<file path="config.mk">
export PLATFORM = sky130hd
export DESIGN_NAME = bd_word_deserializer
export DESIGN_NICKNAME = d
export VERILOG_FILES = /design/src/rtl/bd_pkg.sv /design/src/rtl/bd_word_deserializer.sv
export SDC_FILE = /design/constraint.sdc
export NUM_CORES = 1
export LEC_CHECK = 0
export ABC_AREA = 1
export CAP_MARGIN = 15
export CORE_ASPECT_RATIO = 1.75
export CORE_MARGIN = 3
export CORE_UTILIZATION = 54
export DETAILED_ROUTE_END_ITERATION = 7
export GPL_TIMING_DRIVEN = 0
export PLACE_DENSITY = 0.77
export SYNTH_ARGS = -nofsm -noshare
export SYNTH_HDL_FRONTEND = slang
export SYNTH_SLANG_ARGS = --single-unit
</file>
<file path="constraint.sdc">
create_clock -name clk -period 2.8 [get_ports clk]
set_clock_uncertainty 0.05 [all_clocks]
set_input_delay 0.56 -clock clk [delete_from_list [all_inputs] [get_ports clk]]
set_output_delay 0.56 -clock clk [all_outputs]
set_load 0.02 [all_outputs]
</file>
<file path="src/rtl/bd_pkg.sv">
// Shared definitions for the BD word deserializer.
//   CHUNK_W / WORD_W : serialized chunk width and reassembled word width
//   LEAF_NCHUNKS     : chunks per word, indexed by leaf_code (0 = invalid code)
//   bd_state_e       : deserializer state encoding
//   place_chunk      : ORs a chunk into its little-endian slot of a word
package bd_pkg;

    localparam int CHUNK_W = 12;
    localparam int WORD_W  = 32;
    localparam int LEAF_W  = 4;

    typedef enum logic [1:0] {
        ST_IDLE  = 2'd0,   // no partial word held
        ST_ACCUM = 2'd1,   // partial word, fewer than n chunks stored
        ST_FULL  = 2'd2    // completed word presented on the output
    } bd_state_e;

    localparam logic [1:0] LEAF_NCHUNKS [0:15] = '{
        2'd1, 2'd1, 2'd1, 2'd1, 2'd1,   // codes 0-4
        2'd2, 2'd2, 2'd2, 2'd2,         // codes 5-8
        2'd3, 2'd3, 2'd3, 2'd3,         // codes 9-12
        2'd0, 2'd0, 2'd0                // codes 13-15: unmapped
    };

    // Chunk idx lands at word[CHUNK_W*idx +: CHUNK_W]. The third chunk only
    // has room for its low 8 bits; the upper bits fall off the top here.
    function automatic logic [WORD_W-1:0] place_chunk(
        input logic [WORD_W-1:0]  acc,
        input logic [1:0]         idx,
        input logic [CHUNK_W-1:0] chunk
    );
        logic [3*CHUNK_W-1:0] wide;
        case (idx)
            2'd0:    wide = {{(2*CHUNK_W){1'b0}}, chunk};
            2'd1:    wide = {{CHUNK_W{1'b0}}, chunk, {CHUNK_W{1'b0}}};
            default: wide = {chunk, {(2*CHUNK_W){1'b0}}};
        endcase
        return acc | wide[WORD_W-1:0];
    endfunction

endpackage

</file>
<file path="src/rtl/bd_word_deserializer.sv">
// Reassembles 12-bit chunks into 32-bit words, least-significant chunk first.
// The number of chunks per word is looked up from the chunk's leaf_code.
//
// Handshake: a transfer happens on a rising clk edge where valid and ready
// are both 1; a producer keeps valid (and its data) up until that edge.
//
// Ports:
//   clk, reset_n         clock; asynchronous active-low reset
//   in_leaf_code_i/in_payload_i/in_v_i, in_a_o     chunk input channel
//   out_leaf_code_o/out_payload_o/out_v_o, out_a_i word output channel
//   err_mismatch_o       1-cycle pulse: partial word dropped on leaf change
//   err_bad_code_o       1-cycle pulse: chunk with unmapped leaf_code dropped
//   state_o              current FSM state (bd_state_e encoding)
module bd_word_deserializer
    import bd_pkg::*;
#(
    parameter int CHUNK_W = 12,
    parameter int WORD_W  = 32
) (
    input  logic               clk,
    input  logic               reset_n,
    input  logic [3:0]         in_leaf_code_i,
    input  logic [CHUNK_W-1:0] in_payload_i,
    input  logic               in_v_i,
    output logic               in_a_o,
    output logic [3:0]         out_leaf_code_o,
    output logic [WORD_W-1:0]  out_payload_o,
    output logic               out_v_o,
    input  logic               out_a_i,
    output logic               err_mismatch_o,
    output logic               err_bad_code_o,
    output logic [1:0]         state_o
);

    bd_state_e         state_q;
    logic [1:0]        count_q;
    logic [3:0]        leaf_q;
    logic [WORD_W-1:0] acc_q;
    logic [3:0]        out_leaf_q;
    logic [WORD_W-1:0] out_payload_q;
    logic              out_v_q;
    logic              err_mismatch_q;
    logic              err_bad_code_q;

    logic              in_a;
    logic              in_xfer;
    logic              out_xfer;
    logic [1:0]        n_chunks;
    logic              bad_code;
    logic              start_new;
    logic              mismatch;
    logic [1:0]        idx;
    logic [1:0]        count_d;
    logic [WORD_W-1:0] word_d;
    logic              word_done;

    always_comb begin
        // Ready whenever the output slot is empty or being drained this edge,
        // so a held word and the next chunk can swap without a bubble.
        in_a      = !out_v_q || out_a_i;
        in_xfer   = in_v_i && in_a;
        out_xfer  = out_v_q && out_a_i;
        n_chunks  = LEAF_NCHUNKS[in_leaf_code_i];
        bad_code  = (n_chunks == 2'd0);
        // Any chunk that does not continue the partial word starts a new one.
        start_new = (state_q != ST_ACCUM) || (in_leaf_code_i != leaf_q);
        mismatch  = in_xfer && !bad_code && (state_q == ST_ACCUM) &&
                    (in_leaf_code_i != leaf_q);
        idx       = start_new ? 2'd0 : count_q;
        count_d   = idx + 2'd1;
        word_d    = place_chunk(start_new ? '0 : acc_q, idx, in_payload_i);
        word_done = (count_d == n_chunks);
    end

    always_ff @(posedge clk or negedge reset_n) begin
        if (!reset_n) begin
            state_q        <= ST_IDLE;
            count_q        <= 2'd0;
            leaf_q         <= 4'd0;
            acc_q          <= '0;
            out_leaf_q     <= 4'd0;
            out_payload_q  <= '0;
            out_v_q        <= 1'b0;
            err_mismatch_q <= 1'b0;
            err_bad_code_q <= 1'b0;
        end else begin
            err_mismatch_q <= mismatch;
            err_bad_code_q <= in_xfer && bad_code;

            if (out_xfer) begin
                out_v_q <= 1'b0;
                state_q <= ST_IDLE;
            end

            // Bad-code chunks are consumed but touch nothing else.
            if (in_xfer && !bad_code) begin
                if (word_done) begin
                    out_v_q       <= 1'b1;
                    out_leaf_q    <= in_leaf_code_i;
                    out_payload_q <= word_d;
                    state_q       <= ST_FULL;
                    count_q       <= 2'd0;
                    acc_q         <= '0;
                end else begin
                    acc_q   <= word_d;
                    count_q <= count_d;
                    leaf_q  <= in_leaf_code_i;
                    state_q <= ST_ACCUM;
                end
            end
        end
    end

    assign in_a_o          = in_a;
    assign out_leaf_code_o = out_leaf_q;
    assign out_payload_o   = out_payload_q;
    assign out_v_o         = out_v_q;
    assign err_mismatch_o  = err_mismatch_q;
    assign err_bad_code_o  = err_bad_code_q;
    assign state_o         = state_q;

endmodule
</file>
==> results of run 1 <==
==> critical path: stages (launching register included) <==
cell and delay [ps]:
dfrtp_1 430, nor2_4 290, nand4_1 260, buf_8 210
ha_1 300, inv_1 60, xor2_1 150, inv_1 100
buf_6 130, nand3_2 100, buf_6 160, buf_6 140
nand2_1 50, nand2_1 60
==> where the power goes <==
group	switching (mW)	leakage [nW]	internal, mW
sequential	0.0946	1.05	1.29
clock	0.470	0.158	0.827
combinational	0.555	1.53	0.352
==> per-layer routing <==
metal / vias up / GRT usage
met5: - / 0
met4: 0 / 0.144
met3: 33 / 0.0604
met2: 174 / 0.482
met1: 1857 / 0.329
li1: 1825 / -
==> how the worst max path moves through the flow <==
stage | start | endpoint | cells past startpoint
finish | state_o[1] | out_payload_o[13] | 13
global route | leaf_q[2] | out_payload_o[15] | 16
CTS | in_leaf_code_i[2] | out_payload_o[13] | 17
detailed placement | in_leaf_code_i[2] | out_payload_o[13] | 17
global placement | reset_n | acc_q[27] | 1
floorplan | state_o[0] | out_payload_o[12] | 14
==> logic make-up after synthesis <==
family,Yosys count,synth area share
AOI/OAI and AO/OA,9,0.0115
and+or+nand+nor,360,0.398
buffers and inverters,67,0.0753
xor gates and xnor gates,2,0.00447
adders and majority gates,2,0.00638
DFF,79,0.504
==> repair_timing <==
action                                  in CTS  in global routing
endpoints found under the setup margin      77                 75
buffers inserted                             0                  5
pin swaps                                    1                  2
gates resized for setup                     11                 17
==> cell usage in the layout (no fill, tap or decap), types with 3 or more instances in the layout <==
cell type        netlist  layout
clkbuf_16              0       9
clkbuf_1              16      12
buf_1                  4       4
buf_6                  3       5
buf_2                 11       9
clkdlybuf4s50_1        0      56
inv_2                  4       4
dfrtp_1               79      79
nand3_1               64      64
inv_1                 26      26
nand4_1               39      39
nand2_1              241     240
clkbuf_2               0       6
buf_4                  2       8
a21oi_1                8       8
nor2_1                10       9
nor2_4                 1       3
==> area by class of cell <==
class	instances	area share
sequential	79	0.392
inverter	31	0.0231
tap	84	0.0208
buffer	35	0.0399
multi-input combinational	373	0.329
clock buffer	11	0.0501
timing repair buffer	67	0.129
clock inverter	5	0.0159
==> sequential cells by signal (all words and copies together), names as in the netlist <==
name and flops:
out_leaf_code_o 4, state_o 2, count_q 2, out_v_o 1, leaf_q 4, err_mismatch_o 1, err_bad_code_o 1, acc_q 32
out_payload_o 32
==> stage by stage <==
step / hold WS [ps] / cells
after global placement: 405 / 664
after global routing: 58.2 / 685
after CTS: 55.9 / 681
final: 53.3 / 685
after detailed placement: 408 / 665
after floorplan: 214 / 519
==> impl_results.md, run 1 <==
- DR pass1 iterations: 7
- Peak VDD IR: roughly 0.00052 V
- Register area: approximately 2000 µm²
- Largest net degree at the start of global routing: 61
- RSZ-0062 raised after global routing: no
- Worst-margin pin slew: approximately 570 ps
- Die Y: around 120 µm
- Top routing layer used: met4
- Port bufs: a little over 60
- Period utilization: 0.939
- Num CTS Buffers: 9
- Number of setup violations in the final report: 0
- Distinct cells, synth: 23
- Synthesized net count: between 500 and 600
- Flops & latches, synth: 79
- Ant diodes: 0
- Clock buffer depth: 2
- Antenna violations before repair: 0
- Final instance area: 5050 µm²
- FP Rows: 40
- Share of layout cells above drive strength 1: 0.0948
- Initial Utilization: 0.563
- Reg clk slew, reported paths: around 60 ps
- Register area share after synthesis: 0.504
- Global-route wire length before repair: approximately 19,000 µm
- Remaining Overflow, GRT: 0
- Yosys warnings: 0
- Yosys top cell area share: 0.504
- Clk sinks: approximately 80
- Worst EP arrival: 2800 ps
- Metal2 WL: 5960 µm
- Count leader, synth: nand2_1
- FILL cells: 566
- FF-to-FF End: out_payload_o[13]
- Worst setup EP type: register
- Final core utilization: 0.726
- Die footprint: between 8000 and 9000 µm²
- Post-Place Worst Slack: -867 ps
- Vias per cell: approximately 5.7
- Power density over cell area: about 710 nW/µm²
- Synth area leaders: dfrtp_1, nand2_1, nand3_1, nand4_1, inv_1
- Number of remaining DRC errors: 0
- Post-synth design cell area: approximately 4000 µm²
- Startpoint types: register
- Met1 wire length: between 4000 and 5000 µm
- Overall power: roughly 3.6 mW
- Commonest register cell after synthesis: dfrtp_1
- Crit path max fanout: 10
- Placed inst area: roughly 4700 µm²
- Final Worst Setup Slack: 170 ps
- Synth cell count leaders: nand2_1, dfrtp_1, nand3_1, nand4_1, inv_1
- Max-Cap Viols: 0
- Status: finished, final reports clean
- Rel. slew slack: 0.621
- Worst r2r src: state_o[1]
- Min Tclk post-route: between 2000 and 3000 ps
- Overall Global Routing Usage: 0.283
- Clock latency on the worst-skew pair: 340 ps
- EDFF count, synth: 0
- CTS tree: done
- Nets: 618
- Multi-input gate area: ~1700 µm²
- DR WL met3: between 600 and 700 µm
- Routed wire length: between 10,000 and 15,000 µm
- Syn Area/Cell: approximately 7.6 µm²
- Fin. Hold Viols: 0
- Root Driver: clkbuf_16
- Crit path required time: between 2000 and 3000 ps
- Pins Over Slew Limit: 0
- Cells on worst reg2reg path: 13
- Setup TNS: 0 ps
- DR iter-0 viols: 422
- Dpl hpwl: between 7000 and 8000 µm
- Setup Crit Path Kind: register to register
- Hold_buf cts: 0
- Post-route ant nets: 0
- Core Area: 6960 µm²
- FMAX: 0.380 GHz
- Reg2reg setup slack: 170 ps
- Area leader, netlist: dfrtp_1
- GP Congestion: 0.930
- Vias in the first global route: between 3,000 and 4,000
- Vias: 3,889
- Hold Crit Class: input port to async pin
- FFs w/ async S/R, synth: 1.00
- Synth Instances: around 520
- IO Pins: slightly above 60
- Wire length per cell: approximately 16 µm
- Layout area overhead: 28.8%
- H-tree depth: 3
- Die Wd: roughly 70 µm
- P_leak: around 2.7 nW
(Power assumes the default switching activity.)
==> run 2, diff against run 1 <==
--- a/config.mk
+++ b/config.mk
@@ -13,6 +13,7 @@
 export DETAILED_ROUTE_END_ITERATION = 7
 export GPL_TIMING_DRIVEN = 0
 export PLACE_DENSITY = 0.77
+export SETUP_SLACK_MARGIN = 0.4
 export SYNTH_ARGS = -nofsm -noshare
 export SYNTH_HDL_FRONTEND = slang
 export SYNTH_SLANG_ARGS = --single-unit
==> run 2 against run 1 <==
Compared with the run above: cell area rose by 4.1%; routed wire length rose by 4.7%; sequential power barely moved; utilization rose by 2.9 points; largest cell class unchanged; non-clock buffer count rose by 7; first-iteration DRC count fell by 25%; worst hold slack got worse by 30 ps; register-to-register slack improved by 250 ps; via count rose by 0.90%; die area did not move; cell count rose by 1.0%.
==> impl_results.md, run 2 (synthesized netlist as in run 1, its figures left out) <==
- Routed wire length: 11,700 µm (+4.7%)
- Ant diodes: 0 (unchanged)
- Most frequent cells in the layout: nand2_1, dfrtp_1, nand3_1
- Critical Path Max Stage Delay: 380 ps (-50 ps)
- Share of layout cells above drive strength 1: 0.146 (+0.0515)
- Clk sinks: 79 (unchanged)
- Startpoint types: register
- Largest net degree at the start of global routing: 66 (+8.2%)
- Switch share: 0.313 (+0.00123)
- Peak VDD IR: 0.000461 V (-11%)
- Worst r2r src: leaf_q[1]
- Clock buffer depth: 2 (unchanged)
- Die Wd: 70.4 µm (unchanged)
- H-tree depth: 3 (unchanged)
- Remaining Overflow, GRT: 0 (unchanged)
- DR pass1 iterations: 6 (-1)
- Net Sw Power: 1.14 mW (+2.0%)
- FF-to-FF End: out_payload_o[13]
- Overall power: 3.65 mW (+1.6%)
- Layout area overhead: 34.0%
- FMAX: 0.420 GHz (+11%)
- Most common cell after layout, fill and taps aside: nand2_1
- Placed inst area: 4700 µm² (+0.78%)
- CP startpoint: leaf_q[1]
- Crit path required time: 2980 ps (about the same)
- Pins Over Slew Limit: 0 (unchanged)
- Die footprint: 8360 µm² (unchanged)
- Final instance area: 5250 µm² (+4.1%)
- Wire length per cell: 16.9 µm (+3.7%)
- IO Pins: 62 (unchanged)
- Number of remaining DRC errors: 0 (unchanged)
- Clock power share: 0.354 (-0.007)
- Share of total power in sequential cells: 0.382 (-0.004)
- Combinational group share of total power: 0.264 (+0.011)
- Die Y: 119 µm (unchanged)
- Crit path max fanout: 8 (-2)
- Overall Global Routing Usage: 0.284 (+0.000301)
- Hold WS: 23.1 ps (-30.2 ps)
- FP Rows: 40 (unchanged)
- Final Worst Setup Slack: 421 ps (+251 ps)
- Nets: 625 (+1.1%)
- Vias per cell: 5.67 (-0.12%)
- Worst path slowest cell: dfrtp_1
- Cells on worst reg2reg path: 16 (+3)
- Reg2reg setup slack: 420 ps (+250 ps)
- End of the critical path: out_payload_o[13]
- Post-Place Worst Slack: -581 ps (+286 ps)
- Worst EP arrival: 2560 ps (-240 ps)
- Most common cell on crit path: nand2_1
- Max-Cap Viols: 0 (unchanged)
- Global-route wire length before repair: 18,700 µm (-0.19%)
- P_leak: 2.84 nW (+3.5%)
- Hold_buf cts: 0 (unchanged)
- Antenna violations before repair: 0 (unchanged)
- DR iter-0 viols: 318 (-25%)
- Clock latency on the worst-skew pair: 340 ps (about the same)
- Post-route ant nets: 0 (unchanged)
- Initial Utilization: 0.563 (unchanged)
- Root Driver: clkbuf_16
- Status: finished, final reports clean
- Number of setup violations in the final report: 0 (unchanged)
- Rel. slew slack: 0.633 (+0.0125)
- Min Tclk post-route: 2380 ps (-251 ps)
- Fin. Hold Viols: 0 (unchanged)
- Multi-input gate area: 1750 µm² (+5.4%)
- RSZ-0062 raised after global routing: yes
- GP Congestion: 0.872 (-6.2%)
- CTS tree: done
- Setup Crit Path Kind: register to register
- Cell internal pwr: 2.51 mW (+1.4%)
- Dpl hpwl: 7770 µm (-1.4%)
- FILL cells: 534 (-5.7%)
- Worst-margin pin slew: 550 ps (-18.8 ps)
- Power density over cell area: 695 nW/µm² (-2.3%)
- Vias: 3,924 (+0.90%)
- Vias in the first global route: 3,932 (+1.9%)
- Period utilization: 0.850 (-0.0896)
- Port bufs: 61 (unchanged)
- Crit path cell chain: inv_1 -> nand2_1 -> nand2_1 -> nor2_2 -> nand4_1 -> clkbuf_8 -> ha_4 -> inv_2 -> xor2_1 -> inv_1 -> buf_6 -> nand3_4 -> buf_12 -> clkbuf_16 -> nand2_2 -> nand2_1
- Worst setup EP type: register
- Register area: 1980 µm² (unchanged)
- Hold Crit Class: input port to async pin
- Core Area: 6960 µm² (unchanged)
- Reg clk slew, reported paths: 60 ps (about the same)
- Num CTS Buffers: 9 (unchanged)
run 2: per-stage QoR:
stage | setup TNS [ps] | instances | util
after floorplan | 0 | 519 | -
after global routing | 0 | 692 | 0.755
after detailed placement | -38650 | 665 | 0.675
after global placement | -159180 | 664 | 0.671
final | 0 | 692 | 0.755
after CTS | 0 | 686 | 0.725
run 2: cell type report:
| cell class | count | area share |
|---|---|---|
| Timing Repair Buffer | 73 | 0.141 |
| Buffer | 36 | 0.0445 |
| Sequential cell | 79 | 0.376 |
| Clock buffer | 13 | 0.0495 |
| Clock inverter | 3 | 0.0124 |
| Inverter | 31 | 0.0222 |
| Tap cell | 84 | 0.0200 |
| Multi-Input combinational cell | 373 | 0.333 |
run 2: worst min-delay path by stage:
stage / end / slack [ps] / cells after the start
after floorplan: acc_q[0] / 210 / 0
after global placement: out_payload_o[14] / 410 / 2
after detailed placement: out_payload_o[14] / 380 / 1
after CTS: out_payload_o[14] / 30 / 1
after global routing: state_o[1] / 30 / 1
final: out_payload_o[14] / 20 / 1
run 2: power groups by stage:
stage	sequential (mW)	clock [mW]	combinational, mW
final	1.39	1.29	0.963
after global routing	1.42	1.34	1.04
after CTS	1.39	1.29	0.907
after detailed placement	1.40	0	0.888
after global placement	1.40	0	0.863
after floorplan	1.51	0	0.380
run 2: worst max-delay path, delay by kind of cell, from the launching register on:
kind	cells	cell delay, ps
flops	1	380
buf+inv	7	850
xor+xnor	1	130
simple gates	7	580
fa+ha+maj	1	260
run 2: layer usage:
| metal | global-route usage | wire length, µm | vias to the layer above |
|---|---|---|---|
| met3 | 0.0562 | 639 | 41 |
| met2 | 0.490 | 6140 | 180 |
| met1 | 0.330 | 4430 | 1871 |
| met4 | 0.135 | 474 | 0 |
| met5 | 0 | 0 | - |
| li1 | - | - | 1832 |
run 2: what timing repair did:
item | 4_1_cts | 5_1_grt
pin swaps | 4 | 7
cloned | 0 | 2
setup endpoints to repair | 77 | 71
endpoints found under the hold margin | 0 | 0
gates resized for setup | 21 | 46
setup buffers | 5 | 4
